`src/rtl/branch_ctrl_pkg.sv`:
```
// Shared types and constants for the branch resolve controller and its prediction FIFO.
package branch_ctrl_pkg;

  typedef enum logic {
    RUN   = 1'b0,
    FLUSH = 1'b1
  } state_t;

  localparam logic [1:0] UPD_NONE = 2'b00;
  localparam logic [1:0] UPD_COND = 2'b01;

  // Packed width of one queued prediction {taken, target, fallthru}.
  function automatic int entry_w(input int addr_w);
    return 1 + 2 * addr_w;
  endfunction

endpackage

```
`src/rtl/branch_resolve_ctrl_pred_fifo.sv`:
```
// In-order queue of outstanding predictions; clear wins over push.
module pred_fifo #(
  parameter int  DEPTH   = 4,
  parameter type entry_t = logic,
  localparam int AW      = $clog2(DEPTH),
  localparam int CW      = $clog2(DEPTH + 1)
) (
  input  logic          clk,
  input  logic          push,
  input  logic          pop,
  input  logic          clear,
  input  entry_t        din,
  output entry_t        head,
  output logic [CW-1:0] count
);

  entry_t        mem [DEPTH];
  logic [AW:0]   wr_ptr;
  logic [AW:0]   rd_ptr;
  logic [AW:0]   occ;

  // The extra pointer MSB separates full from empty when the index bits match.
  always_ff @(posedge clk) begin
    if (clear) begin
      wr_ptr <= '0;
      rd_ptr <= '0;
    end else begin
      if (push) wr_ptr <= wr_ptr + 1'b1;
      if (pop)  rd_ptr <= rd_ptr + 1'b1;
    end
  end

  always_ff @(posedge clk) begin
    if (push && !clear) mem[wr_ptr[AW-1:0]] <= din;
  end

  assign occ   = wr_ptr - rd_ptr;
  assign count = CW'(occ);
  assign head  = mem[rd_ptr[AW-1:0]];

endmodule

```
`src/rtl/branch_resolve_ctrl.sv`:
```
// Matches in-order branch resolutions against queued predictions, trains the predictor and flushes on mispredict.
module branch_resolve_ctrl
  import branch_ctrl_pkg::*;
#(
  parameter int DEPTH        = 4,
  parameter int ADDR_W       = 32,
  parameter int FLUSH_CYCLES = 2
) (
  input  logic                       clk,
  input  logic                       rst_h,
  input  logic                       pred_valid,
  input  logic                       pred_taken,
  input  logic [ADDR_W-1:0]          pred_target,
  input  logic [ADDR_W-1:0]          pred_fallthru,
  output logic                       pred_ready,
  input  logic                       res_valid,
  input  logic                       res_taken,
  output logic                       upd_act_taken,
  output logic                       upd_pred_taken,
  output logic [1:0]                 upd_cond,
  output logic                       flush,
  output logic                       redirect_valid,
  output logic [ADDR_W-1:0]          redirect_pc,
  output logic [$clog2(DEPTH+1)-1:0] pending_cnt,
  output logic                       res_err
);

  localparam int CW = $clog2(DEPTH + 1);
  localparam int FW = $clog2(FLUSH_CYCLES + 1);

  typedef struct packed {
    logic              taken;
    logic [ADDR_W-1:0] target;
    logic [ADDR_W-1:0] fallthru;
  } pred_entry_t;

  state_t            state_q, state_d;
  logic [FW-1:0]     fcnt_q, fcnt_d;
  logic [CW-1:0]     count;
  pred_entry_t       head;
  pred_entry_t       din;
  logic              ready, push, resolve, mispred, empty_res;
  logic              upd_v_q, act_q, pt_q, redir_v_q, err_q;
  logic [ADDR_W-1:0] redir_pc_q;

  assign ready     = (state_q == RUN) && (count < CW'(DEPTH)) && !rst_h;
  assign push      = pred_valid && ready;
  assign resolve   = (state_q == RUN) && res_valid && (count != '0) && !rst_h;
  assign empty_res = (state_q == RUN) && res_valid && (count == '0) && !rst_h;
  assign mispred   = resolve && (res_taken != head.taken);
  assign din       = '{taken: pred_taken, target: pred_target, fallthru: pred_fallthru};

  // A mispredict discards everything, including a same-cycle push.
  pred_fifo #(
    .DEPTH   (DEPTH),
    .entry_t (pred_entry_t)
  ) u_fifo (
    .clk   (clk),
    .push  (push),
    .pop   (resolve && !mispred),
    .clear (rst_h || mispred),
    .din   (din),
    .head  (head),
    .count (count)
  );

  always_comb begin
    state_d = state_q;
    fcnt_d  = fcnt_q;
    case (state_q)
      RUN: begin
        if (mispred) begin
          state_d = FLUSH;
          fcnt_d  = FW'(FLUSH_CYCLES - 1);
        end
      end
      FLUSH: begin
        if (fcnt_q == '0) state_d = RUN;
        else              fcnt_d  = fcnt_q - 1'b1;
      end
      default: state_d = RUN;
    endcase
  end

  always_ff @(posedge clk) begin
    if (rst_h) begin
      state_q    <= RUN;
      fcnt_q     <= '0;
      upd_v_q    <= 1'b0;
      act_q      <= 1'b0;
      pt_q       <= 1'b0;
      redir_v_q  <= 1'b0;
      redir_pc_q <= '0;
      err_q      <= 1'b0;
    end else begin
      state_q    <= state_d;
      fcnt_q     <= fcnt_d;
      upd_v_q    <= resolve;
      act_q      <= resolve && res_taken;
      pt_q       <= resolve && head.taken;
      redir_v_q  <= mispred;
      redir_pc_q <= mispred ? (res_taken ? head.target : head.fallthru) : '0;
      err_q      <= err_q || empty_res;
    end
  end

  // Reset forces every output low in the same cycle it is asserted.
  assign pred_ready     = ready;
  assign upd_cond       = (upd_v_q && !rst_h) ? UPD_COND : UPD_NONE;
  assign upd_act_taken  = act_q && !rst_h;
  assign upd_pred_taken = pt_q && !rst_h;
  assign flush          = (state_q == FLUSH) && !rst_h;
  assign redirect_valid = redir_v_q && !rst_h;
  assign redirect_pc    = rst_h ? '0 : redir_pc_q;
  assign pending_cnt    = rst_h ? '0 : count;
  assign res_err        = err_q && !rst_h;

endmodule

```
`config.mk`:
```
export PLATFORM = sky130hd
export DESIGN_NAME = branch_resolve_ctrl
export DESIGN_NICKNAME = d
export VERILOG_FILES = /design/src/rtl/branch_ctrl_pkg.sv /design/src/rtl/branch_resolve_ctrl_pred_fifo.sv /design/src/rtl/branch_resolve_ctrl.sv
export SDC_FILE = /design/constraint.sdc
export NUM_CORES = 1
export LEC_CHECK = 0
export ABC_AREA = 1
export CORE_MARGIN = 2
export CORE_UTILIZATION = 30
export DETAILED_ROUTE_END_ITERATION = 7
export RECOVER_POWER = 25
export SLEW_MARGIN = 20
export SYNTH_ARGS = -nofsm -noshare
export SYNTH_HDL_FRONTEND = slang
export SYNTH_HIERARCHICAL = 1
export SYNTH_SLANG_ARGS = --single-unit
```
`constraint.sdc`:
```
create_clock -name clk -period 15.88 [get_ports clk]
set_input_delay 3.176 -clock clk [delete_from_list [all_inputs] [get_ports clk]]
set_output_delay 3.176 -clock clk [all_outputs]
set_load 0.02 [all_outputs]
```
# After elaboration in Yosys (flattened, before gate mapping)
# Memory sizes are Yosys's and may differ from the RTL's. A register that Yosys moved wholly into a read port is not among the register bits.
# Cells that the tools add are included.
[totals]
out_inout_bits = 43
ram_bits = 260
reg_bits = 46
wordCells = 64
n_memories = 1
input_bits = 70
[memory_table]
columns = ["name", "words", "width", "rd", "rd_ports_with_merged_regs", "write_ports", "line", "rtl"]
rows = [
  ["u_fifo.mem", 4, 65, 1, 1, 1, "branch_resolve_ctrl_pred_fifo.sv:17", "entry_t mem [DEPTH];"],
]
[op_classes]
mux = 14
eq_ne = 3
bitwise = 2
reduce_logical = 29
n_lt_le_gt_ge = 1
add_sub_neg = 4
[ops]
columns = ["operator", "count"]
rows = [
  ["$mux W32", 2],
  ["$logic_and A1 B1 Y1", 19],
  ["$mux W2", 4],
  ["$add A3 B1 Y3 const B", 2],
  ["$mux W1", 5],
  ["$ne A2 B2 Y1 const B", 2],
  ["$pmux W2 S2", 1],
  ["$logic_not A1 Y1", 3],
  ["$logic_not A3 Y1", 1],
  ["$lt A3 B3 Y1 const B", 1],
  ["$mux W3", 1],
  ["$reduce_bool A3 Y1", 1],
  ["$sub A3 B3 Y3", 1],
  ["$logic_not A2 Y1", 1],
  ["$logic_or A1 B1 Y1", 2],
  ["$not A1 Y1", 2],
  ["$pmux W1 S2", 1],
  ["$reduce_and A2 Y1", 1],
  ["$reduce_or A2 Y1", 1],
  ["$sub A2 B1 Y2 const B", 1],
  ["$ne A1 B1 Y1", 1],
]

# Logic depth before layout (Yosys ltp)
[depth]
ltp_word = 10
depth_mapped = 16
mapped_depth_nobuf = 13

# Hierarchy
# Netlist, hierarchy kept.
[modules_own_cells]
columns = ["mod", "area_per_inst_um2", "cells_each", "seq_area_each_um2", "instances"]
rows = [
  ["pred_fifo", 11384.7, 1080, 7967.6, 1],
  ["branch_resolve_ctrl", 1898.1, 268, 800.8, 1],
]

# Worst setup path after synthesis
# No wires, ideal clock.
[synth_timing]
path_type = "input -> register"
from = "input port res_taken"
to = "memory u_fifo/mem[0][0] (netlist bit) (enable)"
t_arrival_ns = 6.811
setup_ns = 0.489
setup_slack_ns = 8.580
path_buffers = 2
stages = 10
cell_sequence = "buf_6 inv_4 nand2_1 nand2_1 nand3_4 buf_6 nand2_1 inv_1 nand2_1 nor2_1"
[synth_between]
elab_chain_len = 7
[synth_lines]
columns = ["element", "line", "rtl"]
rows = [
  ["start, declared", "branch_resolve_ctrl.sv:17", "input logic res_taken,"],
  ["$ne A1 B1 Y1", "branch_resolve_ctrl.sv:50", "assign mispred = resolve && (res_taken != head.taken);"],
  ["$logic_and A1 B1 Y1", "branch_resolve_ctrl.sv:50", ""],
  ["$logic_or A1 B1 Y1", "branch_resolve_ctrl.sv:61", ".clear (rst_h || mispred),"],
  ["$logic_not A1 Y1", "branch_resolve_ctrl_pred_fifo.sv:34", "if (push && !clear) mem[wr_ptr[AW-1:0]] <= din;"],
  ["$logic_and A1 B1 Y1", "branch_resolve_ctrl_pred_fifo.sv:34", ""],
  ["$mux W1", "branch_resolve_ctrl_pred_fifo.sv:34", ""],
  ["$mux W1 (not written as such)", "branch_resolve_ctrl_pred_fifo.sv:34", ""],
  ["end, declared", "branch_resolve_ctrl_pred_fifo.sv:17", ""],
]
# No other way between the ends.

# Worst setup path after layout
[layout_timing]
from = "input port rst_h"
to = "output port pred_ready"
[layout_between]
elab_chain_len = 2
[layout_lines]
columns = ["element", "line", "rtl"]
rows = [
  ["start, declared", "branch_resolve_ctrl.sv:10", "input logic rst_h,"],
  ["$logic_not A1 Y1", "branch_resolve_ctrl.sv:46", "assign ready = (state_q == RUN) && (count < CW'(DEPTH)) && !rst_h;"],
  ["$logic_and A1 B1 Y1", "branch_resolve_ctrl.sv:46", ""],
  ["end, declared", "branch_resolve_ctrl.sv:15", "output logic pred_ready,"],
]
# No other way between the ends.

==> results.txt <==
----------------------------------------------------
[Run status]
  Result of the run ... complete, no violations

[Timing]
  Final worst clock skew ... 0.0199 ns
  Fin crit share ... 0.498
  Slew of the pin with the lowest slew margin ... 1.05 ns
  Max frequency ... 0.126 GHz
  Min Clock Period, post-route ... 7.91 ns
  Fin. max-slew vios ... 0
  Setup repair after global routing missed its margin ... no
  Hold Fails Final Rpt ... 0
  Worst slew margin relative to its limit ... 0.300
  Setup TNS ... 0 ns
  Number of failing setup endpoints in the final timing report ... 0

[Worst setup path]
  R2R depth ... 13
  Cell depth of the worst setup path ... 5
  Reg2reg end ... u_fifo/mem[2][11]$_DFFE_PP_
  Cell with the largest stage delay on the worst path ... buf_2
  Crit. End Element ... primary output
  Critical path data arrival time ... 4.74 ns
  Crit Path Class ... in2out
  Cells along the critical path ... buf_2 > inv_2 > nand2_2 > nor2_1 > clkdlybuf4s50_1
  Critical Path Fanout Max ... 46
  Element type at the critical path start ... primary input
  Critical Path RT ... 12.70 ns
  Worst R2R Setup Slack ... 10.41 ns
  Cell family contributing the most delay on the critical path ... buffers and inverters
  Max incr delay on CP ... 0.71 ns
  Worst path bufs/invs ... 3

[Logic synthesis]
  Count of different cell masters after synthesis ... 26
  Post-synthesis area per instance ... 9.85 µm²
  Post-Synthesis Cells ... 1348
  Yosys synthesis warning count ... 6
  Share of synthesized registers carrying an async set or reset ... 0
  Number of nets in the synthesized netlist ... 1426
  Part of the Yosys area used for sequential elements ... 0.660
  Main synth FF type ... edfxtp_1
  Post-Syn Area ... 13300 µm²
  FF+latch count, synth ... 308
  Number of enable-type register cells in the synthesized netlist ... 260

[Min path]
  Destination of the worst hold path ... fcnt_q[1]$_SDFFE_PP0P_
  Path type of the worst min-delay path ... reg2reg
  Depth of the worst hold-timing path ... 2
  Beginning of the worst hold path ... fcnt_q[1]$_SDFFE_PP0P_

[Global route]
  GRT Util Overall ... 0.132
  Number of antenna violations at the first check in global routing ... 11
  Wire length of the first global-routing pass ... 47800 µm
  Remaining global-route overflow ... 0
  Number of global-route vias before repair ... 8682
  Maximum number of pins on one net before global-route repair ... 81

[Layout]
  Non-filler instance count after layout ... 2062
  Commonest non-fill, non-tap cell in the layout ... nand2_1
  Net count reported at finish ... 1520
  Area growth from synthesis to layout ... 19.3%
  Most used cells in the layout excluding fill and tap cells ... 407 x nand2_1, 321 x inv_1, 260 x edfxtp_1, 136 x nand3_1, 70 x clkdlybuf4s50_1
  Fraction of layout instances using a drive strength above 1 ... 0.0668

[Floorplan]
  Area of the die ... 46000 µm²
  Ports placed on the boundary ... 113
  Initial core utilization ... 0.302
  Floorplan Core Area ... 43900 µm²
  Die Span X ... 214 µm
  Chip Height ... 214 µm
  Number of placement rows ... 77

[Power]
  Worst vdd ir ... 0.0000673 V
  Reported leakage power ... 6.71 nW
  Pwr Density ... 114 nW/µm²

[Place]
  RD Place Congestion ... 0.767
  Buffers on Ports ... 111
  DP Wirelength ... 18000 µm
  # placed instances ... 2001

[Detailed routing]
  Vias ... 8641
  DRC violations left ... 0
  Routed len/inst ... 14.7 µm
  Overall routed net length ... 30300 µm
  Initial DRT Pass Iterations ... 5
  Vias per inst ... 4.19
  Violation count after the first detailed-routing iteration ... 581
  Number of nets with antenna violations after detailed routing ... 0

[CTS]
  Maximum buffer depth of the clock tree ... 3
  Source-to-sink clock delay at the later pin of the worst-skew pair ... 0.58 ns
  Number of buffers inserted for hold repair after clock tree synthesis ... 0
  Resized cells post-CTS ... 0
  Number of levels the H-tree was split into ... 1
  Post-CTS Setup Bufs ... 0
  TritonCTS sink count ... 308
  Clock transition at path regs ... 0.06 ns
  TritonCTS buffer count ... 31
  Clock root buffer ... clkbuf_16
  TritonCTS clock tree ... yes

[Flow run]
  Count of max-cap constraint violations ... 0

----------------------------------------------------
-- worst max-delay path by stage --
stage                   start                         end  slack, ns
finish                  rst_h                  pred_ready       7.97
global route            rst_h                  pred_ready       7.84
CTS                     rst_h                  pred_ready       7.97
detailed placement      rst_h                  pred_ready       7.99
global placement        rst_h                  pred_ready       8.06
floorplan           res_taken  u_fifo/mem[0][0]$_DFFE_PP_       8.58
-- logic make-up after synthesis --
logic type | Yosys count | share of synthesized area
compound gates | 41 | 0.0237
xor+xnor | 1 | 0.000660
fa+ha+maj | 8 | 0.00810
buf+inv | 384 | 0.121
flops | 308 | 0.660
other cells | 1 | 0.000282
simple gates | 605 | 0.186
-- area by class of cell --
type / count / area (µm²)
clock inverter: 14 / 134
tap: 592 / 741
sequential: 308 / 8770
timing repair buffer: 120 / 1170
fill: 4413 / 28100
clock buffer: 43 / 861
multi-input combinational: 656 / 2940
inverter: 325 / 1220
antenna: 4 / 10.0
-- registers in the layout (all words and copies together), names as in the netlist, named ones only --
signal / flops
act_q: 1
err_q: 1
fcnt_q: 2
pt_q: 1
redir_pc_q: 32
redir_v_q: 1
state_q: 1
u_fifo/mem: 260
u_fifo/rd_ptr: 3
u_fifo/wr_ptr: 3
upd_v_q: 1
-- stage by stage --
| stage | util | area (µm²) | power, mW | worst slack, ns | hold WS, ns |
|---|---|---|---|---|---|
| 6_report | 0.361 | 15900 | 1.81 | 7.97 | 0.486 |
| 5_1_grt | 0.361 | 15800 | 1.88 | 7.84 | 0.501 |
| 4_1_cts | 0.361 | 15800 | 1.83 | 7.97 | 0.484 |
| 3_5_place_dp | 0.338 | 14800 | 1.12 | 7.99 | 0.475 |
| 3_3_place_gp | 0.338 | 14800 | 1.12 | 8.06 | 0.468 |
| 2_1_floorplan | - | 13300 | 1.05 | 8.58 | 0.441 |
-- tightest hold or removal path: stages, from the launching register on --
cell	delay [ns]
dfxtp_1	0.31
nand3_1	0.07
a21oi_1	0.06
-- layer usage --
layer  vias to the layer above  routed length (µm)  GRT usage  share of wire
li1                       4341                   -          -              -
met1                      4016               13700      0.176           0.45
met2                       227               14200      0.225           0.47
met3                        55                1680     0.0217          0.056
met4                         2                 702     0.0306          0.023
met5                         -                  12          0        0.00040
-- cell usage after synthesis (7+ instances only) --
library cell	count	area, µm²
edfxtp_1	260	7810
a21oi_2	28	245
inv_1	322	1210
dfxtp_1	48	961
nor2_1	57	214
ha_1	7	87.6
buf_6	16	180
buf_2	29	145
a21oi_1	9	45.0
clkbuf_1	12	45.0
nand3_1	136	681
nand2_1	407	1530
-- power by group --
part | internal, mW | switching, mW | leakage (nW)
clock network | 0.410 | 0.300 | 0.491
registers | 0.898 | 0.0112 | 2.74
logic | 0.0605 | 0.127 | 3.49
Power figures use the tool's default switching activity.
